File: src/rtl/ifetch_pkg.sv
// ifetch_pkg: shared types for the instruction fetch stage.
// Width constants match the decoder's instruction word.
package ifetch_pkg;

  localparam int IW  = 16;
  localparam int PCW = 8;

  typedef enum logic {
    RUN    = 1'b0,
    HALTED = 1'b1
  } state_t;

  typedef struct packed {
    logic [PCW-1:0] pc;
    logic [IW-1:0]  instr;
  } entry_t;

endpackage

File: src/rtl/ifetch_if.sv
// ifetch_if: instruction-memory and decoder-side signals of the
// fetch stage; master is the fetch unit, slave is its environment.
interface ifetch_if
  import ifetch_pkg::*;
#(
  parameter int AW = 8
);

  logic          imreq;
  logic [AW-1:0] imadr;
  logic          imack;
  logic [IW-1:0] imdat;
  logic [IW-1:0] ins;
  logic [AW-1:0] ins_pc;
  logic          ins_v;
  logic          ins_rdy;
  logic          halt;
  logic          redir;
  logic [AW-1:0] redir_pc;
  logic          running;

  modport master (
    output imreq, imadr, ins, ins_pc, ins_v, running,
    input  imack, imdat, ins_rdy, halt, redir, redir_pc
  );

  modport slave (
    input  imreq, imadr, ins, ins_pc, ins_v, running,
    output imack, imdat, ins_rdy, halt, redir, redir_pc
  );

endinterface

File: src/rtl/ifetch_fifo.sv
// ifetch_fifo: first-word-fall-through buffer with registered
// head storage; flush wins over push and pop.
module ifetch_fifo #(
  parameter int DEPTH = 2,
  parameter int W     = 24
) (
  input  logic         clk,
  input  logic         rstd,
  input  logic         flush,
  input  logic         push,
  input  logic         pop,
  input  logic [W-1:0] din,
  output logic         full,
  output logic         empty,
  output logic [W-1:0] head
);

  localparam int PW = $clog2(DEPTH);
  localparam logic [PW:0] CMAX = (PW+1)'(DEPTH);

  logic [W-1:0]  mem [DEPTH];
  logic [PW-1:0] wp;
  logic [PW-1:0] rp;
  logic [PW:0]   cnt;
  logic          do_push;
  logic          do_pop;

  assign full    = (cnt == CMAX);
  assign empty   = (cnt == '0);
  assign do_push = push && !full;
  assign do_pop  = pop && !empty;
  assign head    = empty ? '0 : mem[rp];

  always_ff @(posedge clk or negedge rstd) begin
    if (!rstd) begin
      wp  <= '0;
      rp  <= '0;
      cnt <= '0;
    end else if (flush) begin
      wp  <= '0;
      rp  <= '0;
      cnt <= '0;
    end else begin
      if (do_push) wp <= wp + 1'b1;
      if (do_pop)  rp <= rp + 1'b1;
      cnt <= cnt + {{PW{1'b0}}, do_push}
                 - {{PW{1'b0}}, do_pop};
    end
  end

  always_ff @(posedge clk) begin
    if (do_push && !flush) mem[wp] <= din;
  end

endmodule

File: src/rtl/ifetch_unit.sv
// ifetch_unit: fetch PC, one outstanding imem request and a small
// instruction buffer feeding the decoder.
module ifetch_unit
  import ifetch_pkg::*;
#(
  parameter int AW    = 8,
  parameter int DEPTH = 2
) (
  input logic      clk,
  input logic      rstd,
  ifetch_if.master bus
);

  localparam int W = AW + IW;

  state_t        state;
  logic [AW-1:0] fpc;
  logic [AW-1:0] adr;
  logic          req;
  logic          discard;
  logic          ack;
  logic          pop;
  logic          hpop;
  logic          flush;
  logic          push;
  logic          issue;
  logic          full;
  logic          empty;
  logic [W-1:0]  head;

  assign ack   = req && bus.imack;
  assign pop   = bus.ins_v && bus.ins_rdy;
  assign hpop  = pop && bus.halt;
  assign flush = bus.redir || hpop;
  assign push  = ack && !discard && !flush;
  assign issue = (state == RUN) && !req
              && !full && !flush;

  // adr is latched at issue so imadr stays put
  // even when a redirect moves fpc mid-request
  always_ff @(posedge clk or negedge rstd) begin
    if (!rstd) begin
      state   <= RUN;
      fpc     <= '0;
      adr     <= '0;
      req     <= 1'b0;
      discard <= 1'b0;
    end else begin
      if (bus.redir)  state <= RUN;
      else if (hpop)  state <= HALTED;

      if (bus.redir)  fpc <= bus.redir_pc;
      else if (push)  fpc <= fpc + 1'b1;

      if (issue) adr <= fpc;

      if (ack)        req <= 1'b0;
      else if (issue) req <= 1'b1;

      if (flush && req && !bus.imack)
        discard <= 1'b1;
      else if (ack)
        discard <= 1'b0;
    end
  end

  ifetch_fifo #(
    .DEPTH (DEPTH),
    .W     (W)
  ) u_fifo (
    .clk   (clk),
    .rstd  (rstd),
    .flush (flush),
    .push  (push),
    .pop   (pop),
    .din   ({fpc, bus.imdat}),
    .full  (full),
    .empty (empty),
    .head  (head)
  );

  assign bus.imreq   = req;
  assign bus.imadr   = adr;
  assign bus.ins     = head[IW-1:0];
  assign bus.ins_pc  = head[W-1:IW];
  assign bus.ins_v   = !empty;
  assign bus.running = (state == RUN);

endmodule

File: src/flat_wrapper.sv
// flat-port wrapper written by rule: the top's interface ports become plain ports
module ifetch_unit_flat import ifetch_pkg::*;
#(
  parameter int AW    = 8,
  parameter int DEPTH = 2
)
  (clk, rstd, bus_imreq, bus_imadr, bus_ins, bus_ins_pc, bus_ins_v, bus_running, bus_imack, bus_imdat, bus_ins_rdy, bus_halt, bus_redir, bus_redir_pc);
  ifetch_if #(.AW(AW)) bus_i ();
  input logic clk;
  input logic rstd;
  output wire logic [$bits(bus_i.imreq)-1:0] bus_imreq;
  output wire logic [$bits(bus_i.imadr)-1:0] bus_imadr;
  output wire logic [$bits(bus_i.ins)-1:0] bus_ins;
  output wire logic [$bits(bus_i.ins_pc)-1:0] bus_ins_pc;
  output wire logic [$bits(bus_i.ins_v)-1:0] bus_ins_v;
  output wire logic [$bits(bus_i.running)-1:0] bus_running;
  input wire logic [$bits(bus_i.imack)-1:0] bus_imack;
  input wire logic [$bits(bus_i.imdat)-1:0] bus_imdat;
  input wire logic [$bits(bus_i.ins_rdy)-1:0] bus_ins_rdy;
  input wire logic [$bits(bus_i.halt)-1:0] bus_halt;
  input wire logic [$bits(bus_i.redir)-1:0] bus_redir;
  input wire logic [$bits(bus_i.redir_pc)-1:0] bus_redir_pc;
  assign bus_imreq = bus_i.imreq;
  assign bus_imadr = bus_i.imadr;
  assign bus_ins = bus_i.ins;
  assign bus_ins_pc = bus_i.ins_pc;
  assign bus_ins_v = bus_i.ins_v;
  assign bus_running = bus_i.running;
  assign bus_i.imack = bus_imack;
  assign bus_i.imdat = bus_imdat;
  assign bus_i.ins_rdy = bus_ins_rdy;
  assign bus_i.halt = bus_halt;
  assign bus_i.redir = bus_redir;
  assign bus_i.redir_pc = bus_redir_pc;
  ifetch_unit #(.AW(AW), .DEPTH(DEPTH)) u_core (.clk(clk), .rstd(rstd), .bus(bus_i));
endmodule
File: config.mk
export PLATFORM = sky130hd
export DESIGN_NAME = ifetch_unit_flat
export DESIGN_NICKNAME = d
export VERILOG_FILES = /design/src/rtl/ifetch_pkg.sv /design/src/rtl/ifetch_if.sv /design/src/rtl/ifetch_fifo.sv /design/src/rtl/ifetch_unit.sv /design/src/flat_wrapper.sv
export SDC_FILE = /design/constraint.sdc
export NUM_CORES = 1
export LEC_CHECK = 0
export ABC_AREA = 1
export BUFFER_PORTS_ARGS = -buffer_cell sky130_fd_sc_hd__buf_2
export CAP_MARGIN = 5
export CORE_MARGIN = 5
export CORE_UTILIZATION = 30
export DETAILED_ROUTE_END_ITERATION = 7
export GPL_ROUTABILITY_DRIVEN = 0
export PLACE_DENSITY = 0.49
export SLEW_MARGIN = 5
export SYNTH_ARGS = -nofsm -noshare
export SYNTH_HDL_FRONTEND = slang
export SYNTH_SLANG_ARGS = --single-unit
File: constraint.sdc
create_clock -name clk -period 2.7 [get_ports clk]
set_input_delay 0.54 -clock clk [delete_from_list [all_inputs] [get_ports clk]]
set_output_delay 0.54 -clock clk [all_outputs]
set_load 0.01 [all_outputs]
==> out/qor.tcl, run 1 <==
set qor(outcome) {completed}
set qor(worstSetupEndpointType) {output port}
set qor(dpl.cell_count) 477
set qor(floorplan.die_area_um2) 12320
set qor(port-buffer-count) 64
set qor(average_size_of_a_mapped_cell_um2) 10.63
set qor(post_dp_cell_area_um2) 3506
set qor(fin_util_pct) 37.46
set qor(cellLeakagePower_nw) 1.630
set qor(ys_seq_area_share_pct) 65.90
set qor(route.detailed.wl_per_inst_um) 13.25
set qor(path_class) {reg -> out}
set qor(grt_antenna_before_repair) 0
set qor(clock_path_buffers) 2
set qor(worst_slew_margin_rel_pct) 47.39
set qor(final_area_um2) 3695
set qor(crit_path_max_fanout) 25
set qor(rows) 36
set qor(max_cap_viol_count) 0
set qor(yosys-top-cells-count) {sky130_fd_sc_hd__nand2_1 (92), sky130_fd_sc_hd__edfxtp_1 (48), sky130_fd_sc_hd__a21oi_1 (28)}
set qor(final_hold_viol_count) 0
set qor(cts_hold_repair.buffers) 0
set qor(count_of_non_filler_cells_in_the_finished_layout) 493
set qor(timing.hold.worst.class) {in -> async}
set qor(count_of_antenna_diodes_in_the_layout) 0
set qor(post_synthesis_async_set_or_reset_flop_share_pct) 32.39
set qor(cts.reportedPaths.clkPinSlew_ps) 70
set qor(die_width_um) 111
set qor(vias_in_the_first_global_route) 2159
set qor(reg2reg_from) {u_core.u_fifo.cnt[0]$_DFF_PN0_}
set qor(post-synth-top-area-fraction_pct) 47.10
set qor(cp.arrival_ps) 1820
set qor(synth.most_common_cell) {sky130_fd_sc_hd__nand2_1}
set qor(globalRoute.totalOverflow) 0
set qor(drive_above_1_share_pct) 29.44
set qor(worstMarginPinSlew_ps) 784.2
set qor(dp_worst_setup_slack_ps) 560.7
set qor(route.detailed.vias_per_inst) 4.335
set qor(portion_of_the_clock_cycle_consumed_by_the_worst_path_in_the_final_layout_pct) 87.58
set qor(synth_edf_count) 48
set qor(r2r_end) {u_core.u_fifo.cnt[1]$_DFF_PN0_}
set qor(clk_latency_ps) 330
set qor(finalCriticalPeriod_ps) 2365
set qor(synth_cell_types) 27
set qor(cts_root_buf) {sky130_fd_sc_hd__clkbuf_8}
set qor(synth_top_area_cell) {sky130_fd_sc_hd__edfxtp_1}
set qor(synthesis.yosys.warnings) 0
set qor(first_iter_violations) 76
set qor(grt_first_pass_wirelength_um) 10700
set qor(max_clock_freq_mhz) 422.9
set qor(hold_slack_ps) 174.2
set qor(post_synth_instance_area_um2) 3060
set qor(setup.worst_path.start_class) {flop}
set qor(num-nets-final) 388
set qor(synth_fp_nets) 321
set qor(max-vdd-ir-drop_uv) 378.6
set qor(clock_tree.htree_level_count) 3
set qor(layout_area_growth_over_synthesis_pct) 20.73
set qor(grt_setup_unrepaired) {false}
set qor(ios) 65
set qor(total_cts_buffers) 9
set qor(post_synth_inst_count) 288
set qor(skew_ps) 7.214
set qor(fin_tns_setup_ps) 0
set qor(grt_usage_pct) 10.95
set qor(dpl.hpwl_um) 4361
set qor(synth-seq-cells) 71
set qor(design_power_total_mw) 3.481
set qor(ys_dominant_reg_cell) {sky130_fd_sc_hd__edfxtp_1}
set qor(core_area_um2) 9864
set qor(power_density_nw_per_um2) 942.0
set qor(regToRegSetupSlack_ps) 810
set qor(post-route-worst-setup-slack_ps) 335.3
set qor(cts_setup_buffers) 0
set qor(tritoncts) {yes}
set qor(maxSlewViolCount) 0
set qor(postRouteWirelength_um) 6532
set qor(crit_path_from) {u_core.u_fifo.rp$_DFFE_PN0P_}
set qor(die_height_um) 111
set qor(drtPass1Iterations) 4
set qor(maximum_number_of_pins_on_one_net_before_global_route_repair) 26
set qor(cts_resized) 0
set qor(cts_num_sinks) 71
set qor(finalSetupViolCount) 0
set qor(detail-route-antenna-nets) 0
set qor(worst_r2r_path_depth) 9
set qor(drcViolationCount) 0
set qor(initial_utilization_pct) 31.02
set qor(worst_ep_required_time_ps) 2160
set qor(synth_top_cells_by_area) {sky130_fd_sc_hd__edfxtp_1 (47%), sky130_fd_sc_hd__dfrtp_1 (19%), sky130_fd_sc_hd__nand2_1 (11%)}
set qor(vias) 2137
## registers in the layout, summed over array words and instances, names as in the netlist
name / count
u_core.u_fifo.mem: 48
u_core.bus.imadr: 8
u_core.fpc: 8
u_core.u_fifo.cnt: 2
u_core.bus.imreq: 1
u_core.discard: 1
u_core.state: 1
u_core.u_fifo.rp: 1
u_core.u_fifo.wp: 1
## where the power goes
group / leakage, nW / internal, mW / switching [mW]
combinational: 0.810 / 0.416 / 0.788
clock: 0.0976 / 0.424 / 0.379
sequential: 0.722 / 1.35 / 0.121
total: 1.63 / 2.19 / 1.29
## cell usage in the layout, fill, tap and decap left out, drive strengths merged, types with 2 or more instances in the layout
| master | synthesis | layout |
|---|---|---|
| nand2 | 97 | 97 |
| buf | 6 | 67 |
| edfxtp | 48 | 48 |
| a21oi | 28 | 28 |
| dfrtp | 23 | 23 |
| inv | 23 | 23 |
| o21ai | 17 | 17 |
| nand3 | 16 | 16 |
| nor2 | 11 | 11 |
| clkbuf | 5 | 10 |
| clkinv | 1 | 6 |
| or2 | 4 | 4 |
| ha | 3 | 3 |
| nand4 | 2 | 2 |
| xor2 | 2 | 2 |
## final cells by class
type / instances / area [um^2]
Fill cell: 996 / 6170
Tap cell: 133 / 166.4
Inverter: 24 / 90.09
Clock inverter: 6 / 61.31
Sequential cell: 71 / 2017
Clock buffer: 10 / 127.6
Timing Repair Buffer: 67 / 342.8
Multi-Input combinational cell: 182 / 889.6
## worst max path at each step
stage                                              to  cells past startpoint
finish                                  bus_ins_pc[5]                      4
CTS                                     bus_ins_pc[3]                      4
global placement       u_core.u_fifo.cnt[1]$_DFF_PN0_                     10
global route                               bus_ins[4]                      4
detailed placement     u_core.u_fifo.cnt[1]$_DFF_PN0_                     10
floorplan           u_core.u_fifo.mem[1][0]$_DFFE_PP_                      6
## per-layer routing
metal	vias up	global-route usage, %	wire length [um]
met5	-	0	0
met4	0	2.217	42
met3	4	4.694	381
met2	60	17.15	2880
met1	981	14.20	3227
li1	1092	-	-
## critical path, cell delays in order, from the launching register on
cell                       delay, ps
sky130_fd_sc_hd__dfrtp_1         350
sky130_fd_sc_hd__clkinv_1        620
sky130_fd_sc_hd__nand2_1         240
sky130_fd_sc_hd__a21oi_1         110
sky130_fd_sc_hd__buf_2           170
## kinds of logic after synthesis
family,share of synthesized area (%)
adder cells (fa/ha/maj),1.227
buffers and inverters,5.110
flip-flops,65.90
XOR/XNOR,0.8587
AND/OR/NAND/NOR,18.56
AO/OA/AOI/OAI,8.340
No activity file was read; power rests on OpenSTA's default activity.
==> inputs of run 2 (changes only) <==
Settings changed: CELL_PAD_IN_SITES_DETAIL_PLACEMENT set to 1, CELL_PAD_IN_SITES_GLOBAL_PLACEMENT set to 1, PLACE_DENSITY 0.49 to 0.6.
==> run 2 against run 1 <==
  * Die area unchanged
  * Wire length up 8.7%
  * Worst hold slack about the same
  * Maximum frequency down 0.56%
  * Largest cell class unchanged
  * Largest power group unchanged
  * Highest routed layer unchanged
==> out/qor.tcl, run 2 (synthesis results as in run 1) <==
set qor(globalRoute.totalOverflow) 0
set qor(worstPathCellList) {clkinv_1 -> nand2_1 -> a21oi_1 -> buf_2}
set qor(worst_slew_margin_rel_pct) 47.48
set qor(die_width_um) 111
set qor(vias_in_the_first_global_route) 2383
set qor(layout_commonest_cell) {sky130_fd_sc_hd__nand2_1}
set qor(clock_path_buffers) 2
set qor(core_area_um2) 9864
set qor(most_flop_heavy_register) {u_core.u_fifo.mem}
set qor(layout_area_growth_over_synthesis_pct) 22.98
set qor(route.detailed.vias_per_inst) 4.461
set qor(clk_latency_ps) 340
set qor(worst_ep_required_time_ps) 2160
set qor(timing.hold.worst.class) {in -> async}
set qor(setup.worst_path.start_class) {flop}
set qor(cts_resized) 0
set qor(skew_ps) 6.942
set qor(postRouteWirelength_um) 7101
set qor(vias) 2195
set qor(num-nets-final) 388
set qor(cp_slowest_cell) {sky130_fd_sc_hd__clkinv_1}
set qor(drcViolationCount) 0
set qor(max_clock_freq_mhz) 420.5
set qor(max_cap_viol_count) 0
set qor(cp.arrival_ps) 1840
set qor(reg2reg_from) {u_core.u_fifo.cnt[0]$_DFF_PN0_}
set qor(worstMarginPinSlew_ps) 783.0
set qor(floorplan.die_area_um2) 12320
set qor(detail-route-antenna-nets) 0
set qor(cts_setup_buffers) 0
set qor(most-common-layout-cells) {sky130_fd_sc_hd__nand2_1 (92), sky130_fd_sc_hd__buf_2 (64), sky130_fd_sc_hd__edfxtp_1 (48), sky130_fd_sc_hd__a21oi_1 (28), sky130_fd_sc_hd__dfrtp_1 (23)}
set qor(path_class) {reg -> out}
set qor(portion_of_the_clock_cycle_consumed_by_the_worst_path_in_the_final_layout_pct) 88.07
set qor(seq_area_um2) 2017
set qor(final_hold_viol_count) 0
set qor(total_cts_buffers) 9
set qor(tritoncts) {yes}
set qor(grt_antenna_before_repair) 0
set qor(die_height_um) 111
set qor(grt_first_pass_wirelength_um) 11910
set qor(drive_above_1_share_pct) 29.81
set qor(multiInputGateArea_um2) 889.6
set qor(design_power_total_mw) 3.789
set qor(grt_usage_pct) 12.09
set qor(ios) 65
set qor(clock_tree.htree_level_count) 3
set qor(max_stage_delay_ps) 620
set qor(max-vdd-ir-drop_uv) 305.3
set qor(maximum_number_of_pins_on_one_net_before_global_route_repair) 26
set qor(grt_setup_unrepaired) {false}
set qor(route.detailed.wl_per_inst_um) 14.43
set qor(fin_tns_setup_ps) 0
set qor(initial_utilization_pct) 31.02
set qor(power_density_nw_per_um2) 1007
set qor(cellLeakagePower_nw) 1.662
set qor(cts_num_sinks) 71
set qor(crit_path_from) {u_core.u_fifo.rp$_DFFE_PN0P_}
set qor(port-buffer-count) 64
set qor(critPathTopFamily) {buffers and inverters}
set qor(finalCriticalPeriod_ps) 2378
set qor(drtPass1Iterations) 4
set qor(outcome) {completed}
set qor(timing.critical_path.buf_inv) 2
set qor(worstSetupEndpointType) {output port}
set qor(crit_path_max_fanout) 25
set qor(layout.filler_cells) 1142
set qor(flip_flop_count_of_the_largest_register_after_layout) 48
set qor(cts.reportedPaths.clkPinSlew_ps) 80
set qor(first_iter_violations) 45
set qor(maxSlewViolCount) 0
set qor(dpl.hpwl_um) 4897
set qor(finalSetupViolCount) 0
set qor(count_of_antenna_diodes_in_the_layout) 0
set qor(cts_root_buf) {sky130_fd_sc_hd__clkbuf_8}
set qor(cts_hold_repair.buffers) 0
set qor(rows) 36
[run 2: changes by cell type in the layout (fill, tap and decap cells not counted)]
cell                        delta
sky130_fd_sc_hd__clkinv_4      -1
sky130_fd_sc_hd__clkinv_2      -1
sky130_fd_sc_hd__clkbuf_1      -1
sky130_fd_sc_hd__clkinv_1      -1
sky130_fd_sc_hd__bufinv_16     +3
[run 2: report_power, final]
| group | switching [mW] | leakage, nW | internal (mW) | total [mW] |
|---|---|---|---|---|
| logic | 0.798 | 0.810 | 0.418 | 1.22 |
| clock network | 0.398 | 0.129 | 0.702 | 1.10 |
| registers | 0.121 | 0.722 | 1.35 | 1.47 |
| total | 1.32 | 1.66 | 2.47 | 3.79 |
[run 2: per-stage QoR]
step,hold WS (ps),utilization (%),std cells,cell area (um^2),setup WS (ps)
CTS,187.4,38.15,492,3764,224.0
floorplan,244.4,-,288,3060,196.9
detailed placement,471.5,35.54,477,3506,500.3
global route,205.3,38.15,492,3764,119.7
finish,174.6,38.15,492,3764,322.1
global placement,464.3,35.54,477,3506,601.8
[run 2: cell type report]
class | count | area share (%)
Tap cell | 133 | 4.422
Sequential cell | 71 | 53.59
Inverter | 24 | 2.394
Multi-Input combinational cell | 182 | 23.64
Clock buffer | 9 | 3.291
Timing Repair Buffer | 67 | 9.109
Clock inverter | 6 | 3.557
[run 2: metal layers]
metal | up-vias | track usage (%) | share of wire, %
met4 | 0 | 3.941 | 1.7
met5 | - | 0 | 0
met2 | 62 | 19.13 | 46
li1 | 1086 | - | -
met1 | 1038 | 15.78 | 47
met3 | 9 | 3.766 | 5.7
[run 2: final timing paths]
kind                                                     end  slack (ps)  cells past startpoint
setup / recovery                               bus_ins_pc[5]         320                      4
hold / removal               u_core.bus.imadr[0]$_DFFE_PN0P_         170                      1
setup reg to reg              u_core.u_fifo.cnt[1]$_DFF_PN0_         800                      9
hold reg to reg              u_core.bus.imadr[6]$_DFFE_PN0P_         490                      2
max in group asynchronous          u_core.fpc[5]$_DFFE_PN0P_        2160                      1
min in group clk           u_core.u_fifo.mem[0][8]$_DFFE_PP_         390                      1
==> inputs of run 3 (changes only) <==
Settings changed: ABC_AREA 1 to 0, PLACE_DENSITY 0.6 to 0.58, SETUP_SLACK_MARGIN set to 0.2.
==> run 3 against run 2 <==
  * Sequential power shrank 3%
  * Wire length shrank 13%
  * Via count shrank 17%
  * Clock power shrank 10%
  * Worst hold slack gained 13 ps
  * Total power shrank 15%
  * Global-route usage shrank 0.73 points
  * Combinational power shrank 34%
  * Critical path depth is the same
==> out/qor.tcl, run 3 <==
set qor(average_size_of_a_mapped_cell_um2) 14.29
set qor(power.share.clock_pct) 30.7
set qor(die_height_um) 108.8
set qor(crit_path_max_fanout) 24
set qor(ios) 65
set qor(core_area_um2) 9639
set qor(path_class) {reg -> out}
set qor(count_of_antenna_diodes_in_the_layout) 0
set qor(final_hold_viol_count) 0
set qor(synth_edf_count) 48
set qor(yosys-top-cells-count) {sky130_fd_sc_hd__edfxtp_1 (48), sky130_fd_sc_hd__nor2_1 (32), sky130_fd_sc_hd__mux2i_1 (25)}
set qor(synthesis.yosys.warnings) 0
set qor(grt_first_pass_wirelength_um) 10190
set qor(dpl.hpwl_um) 4239
set qor(final_area_um2) 3664
set qor(drive_above_1_share_pct) 34.75
set qor(synth_top_area_cell) {sky130_fd_sc_hd__edfxtp_1}
set qor(maxSlewViolCount) 0
set qor(initial_utilization_pct) 30.40
set qor(max_stage_delay_ps) 400
set qor(power_report.internal_total_mw) 2.308
set qor(setup.worst_path.start_class) {flop}
set qor(grt_usage_pct) 11.36
set qor(cts.reportedPaths.clkPinSlew_ps) 70
set qor(worst_slew_margin_rel_pct) 63.98
set qor(synth.most_common_cell) {sky130_fd_sc_hd__edfxtp_1}
set qor(die_width_um) 108.8
set qor(worst_ep_required_time_ps) 2160
set qor(tritoncts) {yes}
set qor(cp.arrival_ps) 1550
set qor(hold_slack_ps) 187.5
set qor(grt_setup_unrepaired) {false}
set qor(cts_hold_repair.buffers) 0
set qor(synth-seq-cells) 71
set qor(maximum_number_of_pins_on_one_net_before_global_route_repair) 26
set qor(outcome) {completed}
set qor(num-nets-final) 310
set qor(critPathTopFamily) {buffers and inverters}
set qor(cts_root_buf) {sky130_fd_sc_hd__clkbuf_8}
set qor(grt_antenna_before_repair) 0
set qor(cellLeakagePower_nw) 1.470
set qor(synth_cell_types) 31
set qor(route.detailed.wl_per_inst_um) 14.92
set qor(clock_path_buffers) 2
set qor(post-synth-top-area-fraction_pct) 49.19
set qor(flip_flop_count_of_the_largest_register_after_layout) 48
set qor(sequential_cell_fraction_of_total_power_pct) 44.4
set qor(post_synth_instance_area_um2) 2930
set qor(p_comb_share_pct) 24.9
set qor(worstSetupEndpointType) {output port}
set qor(postRouteWirelength_um) 6192
set qor(finalCriticalPeriod_ps) 2094
set qor(post_synth_inst_count) 205
set qor(net-switching-power_mw) 0.9093
set qor(first_iter_violations) 65
set qor(fin_util_pct) 38.01
set qor(cp_slowest_cell) {sky130_fd_sc_hd__buf_4}
set qor(timing.hold.worst.class) {in -> async}
set qor(layout.filler_cells) 1056
set qor(cts_resized) 0
set qor(max_clock_freq_mhz) 477.6
set qor(clock_tree.htree_level_count) 3
set qor(worstMarginPinSlew_ps) 540.3
set qor(port-buffer-count) 64
set qor(ys_seq_area_share_pct) 68.83
set qor(post_synthesis_async_set_or_reset_flop_share_pct) 32.39
set qor(route.detailed.vias_per_inst) 4.410
set qor(rows) 36
set qor(max_cap_viol_count) 0
set qor(layout_commonest_cell) {sky130_fd_sc_hd__buf_2}
set qor(power_density_nw_per_um2) 878.1
set qor(skew_ps) 6.698
set qor(detail-route-antenna-nets) 0
set qor(timing.critical_path.buf_inv) 2
set qor(total_cts_buffers) 9
set qor(synth_top_cells_by_area) {sky130_fd_sc_hd__edfxtp_1 (49%), sky130_fd_sc_hd__dfrtp_1 (20%), sky130_fd_sc_hd__mux2i_1 (8.5%)}
set qor(most-common-layout-cells) {sky130_fd_sc_hd__buf_2 (64), sky130_fd_sc_hd__edfxtp_1 (48), sky130_fd_sc_hd__nor2_1 (30), sky130_fd_sc_hd__mux2i_1 (25), sky130_fd_sc_hd__dfrtp_1 (23)}
set qor(synth_fp_nets) 238
set qor(portion_of_the_clock_cycle_consumed_by_the_worst_path_in_the_final_layout_pct) 77.55
set qor(max-vdd-ir-drop_uv) 466.7
set qor(clk_latency_ps) 330
set qor(finalSetupViolCount) 0
set qor(netSwitchingFraction_pct) 28.27
set qor(drtPass1Iterations) 4
set qor(worstPathCellList) {buf_4 -> mux2i_1 -> nor2_1 -> buf_2}
set qor(layout_area_growth_over_synthesis_pct) 25.02
set qor(floorplan.die_area_um2) 11840
set qor(fin_tns_setup_ps) 0
set qor(drcViolationCount) 0
set qor(globalRoute.totalOverflow) 0
set qor(cts_setup_buffers) 0
set qor(vias) 1830
set qor(ys_dominant_reg_cell) {sky130_fd_sc_hd__edfxtp_1}
set qor(most_flop_heavy_register) {u_core.u_fifo.mem}
set qor(post_dp_cell_area_um2) 3428
set qor(cts_num_sinks) 71
set qor(vias_in_the_first_global_route) 2036
## run 3: cell count changes in the layout (fill, tap and decap cells not counted), sizes merged, moves of 13 or more
cell and change:
nand2 -90, inv -18, nand3 -13, nor2 +21, mux2i +25, a21oi -25
## run 3: layout make-up
type / instances / area [um^2] / share of cell area, %
clock inverters: 7 / 111.4 / 3.040
multi-input cells: 119 / 853.3 / 23.29
well taps: 133 / 166.4 / 4.542
clock buffers: 9 / 123.9 / 3.381
repair buffers: 71 / 372.9 / 10.18
inverters: 5 / 18.77 / 0.5123
flip-flops and latches: 71 / 2017 / 55.05
## run 3: layer usage
metal | GRT usage [%] | part of all wire (%) | up-vias
li1 | - | - | 879
met1 | 14.29 | 46 | 892
met2 | 18.53 | 48 | 57
met3 | 3.967 | 5.3 | 2
met4 | 3.246 | 0.50 | 0
met5 | 0 | 0 | -
## run 3: worst paths after layout
kind,to,cells after the start,slack [ps],start
min in group clk,u_core.u_fifo.mem[0][3]$_DFFE_PP_,1,390,bus_imdat[3]
worst max-delay path,bus_ins_pc[2],4,610,u_core.u_fifo.rp$_DFFE_PN0P_
worst min-delay path,u_core.bus.imadr[4]$_DFFE_PN0P_,1,190,rstd
worst max register to register,u_core.bus.imadr[6]$_DFFE_PN0P_,5,610,u_core.u_fifo.cnt[1]$_DFF_PN0_
worst min register to register,u_core.bus.imadr[5]$_DFFE_PN0P_,1,500,u_core.bus.imadr[5]$_DFFE_PN0P_
max in group asynchronous,u_core.u_fifo.cnt[1]$_DFF_PN0_,1,2150,rstd
## run 3: cell families after synthesis
family	share of synthesized area [%]
muxes	12.38
DFF	68.83
AOI/OAI and AO/OA	2.306
adders and majority gates	1.281
buffers and inverters	2.220
xor gates and xnor gates	2.989
and+or+nand+nor	9.992
## run 3: power groups by stage
| stage | logic (mW) | registers (mW) | clock network (mW) |
|---|---|---|---|
| 3_3_place_gp | 0.815 | 1.45 | 0 |
| 2_1_floorplan | 0.500 | 1.46 | 0 |
| 6_report | 0.803 | 1.43 | 0.987 |
| 3_5_place_dp | 0.827 | 1.45 | 0 |
| 4_1_cts | 0.831 | 1.43 | 1.02 |
| 5_1_grt | 0.893 | 1.45 | 1.07 |
## run 3: metrics by stage
step / power (mW) / setup slack (ps) / instances
3_3_place_gp: 2.265 / 543.6 / 399
5_1_grt: 3.413 / 436.4 / 415
2_1_floorplan: 1.961 / 278.5 / 205
4_1_cts: 3.286 / 526.5 / 415
6_report: 3.217 / 606.2 / 415
3_5_place_dp: 2.280 / 490.1 / 399
